**src/rtl/chebyshev_sequencer.sv**
```systemverilog
// Sequences one Chebyshev-term pass through an external product datapath and sums the results.
// Optional CHEB_ACC_SAT_EN: saturating accumulator instead of two's-complement wrap.

module cheb_coeff_slot #(
  parameter int CL = 4
) (
  input  logic          clock,
  input  logic          resetn,
  input  logic          we,
  input  logic [CL-1:0] d,
  output logic [CL-1:0] q
);
  always_ff @(posedge clock or negedge resetn) begin
    if (!resetn)  q <= '0;
    else if (we)  q <= d;
  end
endmodule

module chebyshev_sequencer #(
  parameter int WL        = 4,
  parameter int CL        = 4,
  parameter int WIDENING  = 0,
  parameter int NUM_COEFF = 4,
  parameter int PIPE_LAT  = 2,
  parameter int ACC_GUARD = 2,
  localparam int OUT      = 2*WL + CL + WIDENING,
  localparam int ACC_W    = OUT + ACC_GUARD,
  localparam int AW       = $clog2(NUM_COEFF)
) (
  input  logic                    clock,
  input  logic                    resetn,
  input  logic                    cfg_we,
  input  logic [AW-1:0]           cfg_addr,
  input  logic signed [CL-1:0]    cfg_coeff,
  input  logic                    start,
  input  logic signed [WL-1:0]    x_in,
  output logic                    busy,
  output logic                    done,
  output logic signed [ACC_W-1:0] result,
  output logic signed [WL-1:0]    dp_data,
  output logic signed [CL-1:0]    dp_coeff,
  input  logic signed [OUT-1:0]   dp_result
);

  typedef enum logic [1:0] {S_IDLE, S_ISSUE, S_DRAIN, S_DONE} state_t;

  localparam logic [AW-1:0] LAST = AW'(NUM_COEFF - 1);

  state_t                        state, nxt;
  logic [AW-1:0]                 idx;
  logic signed [WL-1:0]          x_q;
  logic signed [ACC_W-1:0]       acc, acc_sum, ext;
  logic [PIPE_LAT:1]             vld_pipe;
  logic [NUM_COEFF-1:0][CL-1:0]  coeff_q;
  logic                          accept, issue, capture, pend, wr_en;

  assign accept  = (state == S_IDLE) && start;
  assign issue   = (state == S_ISSUE);
  assign capture = vld_pipe[PIPE_LAT];
  assign wr_en   = cfg_we && (state == S_IDLE);

  // Address decode per slot; indices beyond NUM_COEFF match no slot and are dropped.
  for (genvar i = 0; i < NUM_COEFF; i++) begin : g_slot
    cheb_coeff_slot #(.CL(CL)) u_slot (
      .clock  (clock),
      .resetn (resetn),
      .we     (wr_en && (cfg_addr == AW'(i))),
      .d      (cfg_coeff),
      .q      (coeff_q[i])
    );
  end

  // Issues still in flight that will not be captured this cycle.
  always_comb begin
    pend = 1'b0;
    for (int i = 1; i < PIPE_LAT; i++) pend = pend | vld_pipe[i];
  end

  always_comb begin
    nxt = state;
    case (state)
      S_IDLE:  if (start)       nxt = S_ISSUE;
      S_ISSUE: if (idx == LAST) nxt = S_DRAIN;
      S_DRAIN: if (!pend)       nxt = S_DONE;
      S_DONE:                   nxt = S_IDLE;
      default:                  nxt = S_IDLE;
    endcase
  end

  always_ff @(posedge clock or negedge resetn) begin
    if (!resetn) state <= S_IDLE;
    else         state <= nxt;
  end

  assign busy     = (state == S_ISSUE) || (state == S_DRAIN);
  assign done     = (state == S_DONE);
  assign dp_data  = issue ? x_q : '0;
  assign dp_coeff = issue ? coeff_q[idx] : '0;

  assign ext = ACC_W'(dp_result);

`ifdef CHEB_ACC_SAT_EN
  logic signed [ACC_W:0] sum_w;
  always_comb begin
    sum_w = {acc[ACC_W-1], acc} + {ext[ACC_W-1], ext};
    if (sum_w[ACC_W] != sum_w[ACC_W-1])
      acc_sum = sum_w[ACC_W] ? {1'b1, {(ACC_W-1){1'b0}}} : {1'b0, {(ACC_W-1){1'b1}}};
    else
      acc_sum = sum_w[ACC_W-1:0];
  end
`else
  assign acc_sum = acc + ext;
`endif

  always_ff @(posedge clock or negedge resetn) begin
    if (!resetn) begin
      x_q      <= '0;
      idx      <= '0;
      acc      <= '0;
      result   <= '0;
      vld_pipe <= '0;
    end else begin
      vld_pipe[1] <= issue;
      for (int i = 2; i <= PIPE_LAT; i++) vld_pipe[i] <= vld_pipe[i-1];
      if (accept) begin
        x_q <= x_in;
        idx <= '0;
        acc <= '0;
      end else begin
        if (issue && idx != LAST) idx <= idx + AW'(1);
        if (capture)              acc <= acc_sum;
      end
      // Final capture lands on the same edge that enters DONE.
      if (state == S_DRAIN && nxt == S_DONE) result <= capture ? acc_sum : acc;
    end
  end

endmodule

```
**config.mk**
```make
export PLATFORM = sky130hd
export DESIGN_NAME = chebyshev_sequencer
export DESIGN_NICKNAME = d
export VERILOG_FILES = /design/src/rtl/chebyshev_sequencer.sv
export SDC_FILE = /design/constraint.sdc
export NUM_CORES = 1
export LEC_CHECK = 0
export CORE_ASPECT_RATIO = 1.5
export CORE_UTILIZATION = 47
export CTS_CLUSTER_SIZE = 16
export DETAILED_ROUTE_END_ITERATION = 16
export PLACE_DENSITY = 0.77
export SYNTH_ARGS = -nofsm -noshare
export SYNTH_HDL_FRONTEND = slang
export SYNTH_SLANG_ARGS = --single-unit
```
**constraint.sdc**
```tcl
create_clock -name clock -period 5.8 [get_ports clock]
set_input_delay 1.45 -clock clock [delete_from_list [all_inputs] [get_ports clock]]
set_output_delay 1.45 -clock clock [all_outputs]
set_load 0.02 [all_outputs]
```
==> flow_summary_export.csv <==
group,metric,value,unit
yosys,synth_area_leaders,"dfrtp_1 46%, ha_1 8.2%, mux2_2 7.0%, a21oi_1 4.0%, nor2_1 3.5%",
timing,report.final.slew_viol_count,0,
clock_tree,cts_buffers,5,
clock_tree,h-tree-depth,2,
finish,area_delta_synth_final,22.5,%
clock_tree,cts_resized,0,
finish,regArea,1350,um^2
drt,wire_per_inst,15.4,um
timing,worst_pin_slew,830,ps
clock_tree,cts_sinks,54,
finish,mostFrequentLayoutCells,"54 x dfrtp_1, 48 x clkdlybuf4s50_1, 27 x nor2_1",
die,rows,34,
drt,drt_iter0_markers,77,
grt,grt_util_all_layers,20.8,%
drt,ant_nets,0,
die,die_w,66.3,um
timing,fmax,278,MHz
finish,multi_input_area,1510,um^2
power_and_ir_drop,leakagePower,0.00157,uW
die,ios,50,
drt,vias,2160,
yosys,ys_warn_count,0,
setup_path,crit_type,"reg -> out",
finish,drive_gt1_share,12.6,%
finish,fin_cells,390,
finish,post-route-util,60.8,%
clock_tree,post_cts_buffers,0,
drt,viasPerCell,5.54,
clock_tree,clock_latency,310,ps
drt,wl,6010,um
finish,final_common_cell,"dfrtp_1",
yosys,synth_area,2910,um^2
die,dieArea,6530,um^2
placement,dp.cells,383,
yosys,synth_edf_count,0,
clock_tree,clk_pin_slew,90,ps
clock_tree,clk_path_buf_depth,2,
grt,antenna_found_initial,0,
yosys,yosys_most_used_dff,"dfrtp_1",
yosys,synth_top_area_share,46.4,%
finish,n_antenna_cell,0,
setup_path,critPathRequiredTime,4350,ps
power_and_ir_drop,total_power,1950,uW
timing,rsz0062_at_grt,"false",
yosys,seq_area_frac_synth,46.4,%
min_path,hp-class,"reg -> reg",
placement,io_buffers,49,
grt,grt_pass1_vias,2298,
timing,setup_viol_count_final,0,
timing,relSlewSlack,44.7,%
setup_path,critPathCaptureType,"output port",
yosys,ys_ff_latch,54,
setup_path,cp-start-kind,"flop",
yosys,syn-num-nets,316,
power_and_ir_drop,ir_drop,0.274,mV
status,status,"finished clean",
die,core,5870,um^2
flow_run,cap_violations,0,
yosys,synthCells,270,
drt,dr.pass1.iters,4,
timing,finalCritPeriodShare,61.9,%
finish,fillers,511,
placement,dpl.hpwl,4500,um
power_and_ir_drop,p_per_area,546,nW/um^2
drt,drc,0,
yosys,ys_types,47,
timing,hold_ws,384,ps
yosys,syn_avg_cell_area,10.8,um^2
setup_path,critPathMaxFanout,7,
clock_tree,root_buffer,"clkbuf_8",
clock_tree,cts_tree,"done",
placement,place.gp.congestion,0.852,
timing,skew,9.52,ps
grt,grt_start_max_net_pins,55,
timing,period_minus_slack,3590,ps
finish,nets,364,
die,start_util,49.6,%
grt,gr-total-overflow,0,
yosys,synth_top_cell_by_area,"dfrtp_1",
clock_tree,cts_hold_buf,0,
timing,hold_viol,0,
yosys,synthArstFlopShare,100,%
die,die_h,98.4,um
timing,tns,0,ps
setup_path,arrival,2140,ps
grt,grt_pass1_wl,10400,um
-- worst paths after layout --
path	start	to	slack [ps]	cells after the start
worst min register to register	vld_pipe[1]$_DFF_PN0_	vld_pipe[2]$_DFF_PN0_	380	0
worst max register to register	state[1]$_DFF_PN0_	result[12]$_DFFE_PN0P_	3080	8
worst max-delay path	idx[0]$_DFFE_PN0P_	dp_coeff[1]	2210	3
min in group asynchronous	resetn	g_slot[0].u_slot.q[0]$_DFFE_PN0P_	1250	2
worst min-delay path	vld_pipe[1]$_DFF_PN0_	vld_pipe[2]$_DFF_PN0_	380	0
max in group asynchronous	resetn	g_slot[2].u_slot.q[3]$_DFFE_PN0P_	4090	2
-- final cells by class --
| type | count | share of cell area (%) |
|---|---|---|
| clock buffer | 6 | 2.31 |
| clock inverter | 1 | 0.842 |
| tap | 72 | 2.52 |
| timing repair buffer | 50 | 13.8 |
| multi-input combinational | 203 | 42.2 |
| sequential | 54 | 37.9 |
| inverter | 4 | 0.421 |
-- sequential cells by signal, summed over array words and instances (netlist names) --
name             flops
acc                 14
g_slot.u_slot.q     16
idx                  2
result              14
state                2
vld_pipe             2
x_q                  4
-- metrics by stage --
step,instance area [um^2],worst slack (ps)
floorplan,2910,2600
global placement,3460,1950
detailed placement,3460,1910
CTS,3570,2160
global route,3570,2060
finish,3570,2210
-- worst max-delay path: stages (launching register included) --
cell and delay, ps:
dfrtp_1 570, mux4_2 560, and2_1 170, clkdlybuf4s50_1 530
-- synth_stat cells (3+ instances only) --
library cell  count
mux2_2           18
inv_1             4
a21oi_1          23
o211ai_1          3
buf_2             3
mux4_2            4
dfrtp_1          54
clkbuf_1          4
nor2_1           27
nand2_1          25
nand4_1           3
a21o_1            4
ha_1             19
o21ai_0          12
xnor2_1           9
mux2i_1          10
and2_1           10
-- power by group --
group,internal [uW],switching [uW]
clock,138,119
combinational,502,515
sequential,546,127
-- logic make-up after synthesis --
kind of cell	share of synthesized area, %
simple gates	13.0
fa+ha+maj	8.85
buf+inv	1.93
mux	13.5
compound gates	13.4
xor+xnor	3.01
flops	46.4
-- layer usage --
metal	global-route usage (%)	vias up	routed length, um
met5	0	-	0
met4	8.02	0	135
met3	4.40	12	221
met2	35.9	44	3220
met1	24.7	1047	2430
li1	-	1057	-
No activity file was read; power rests on OpenSTA's default activity.
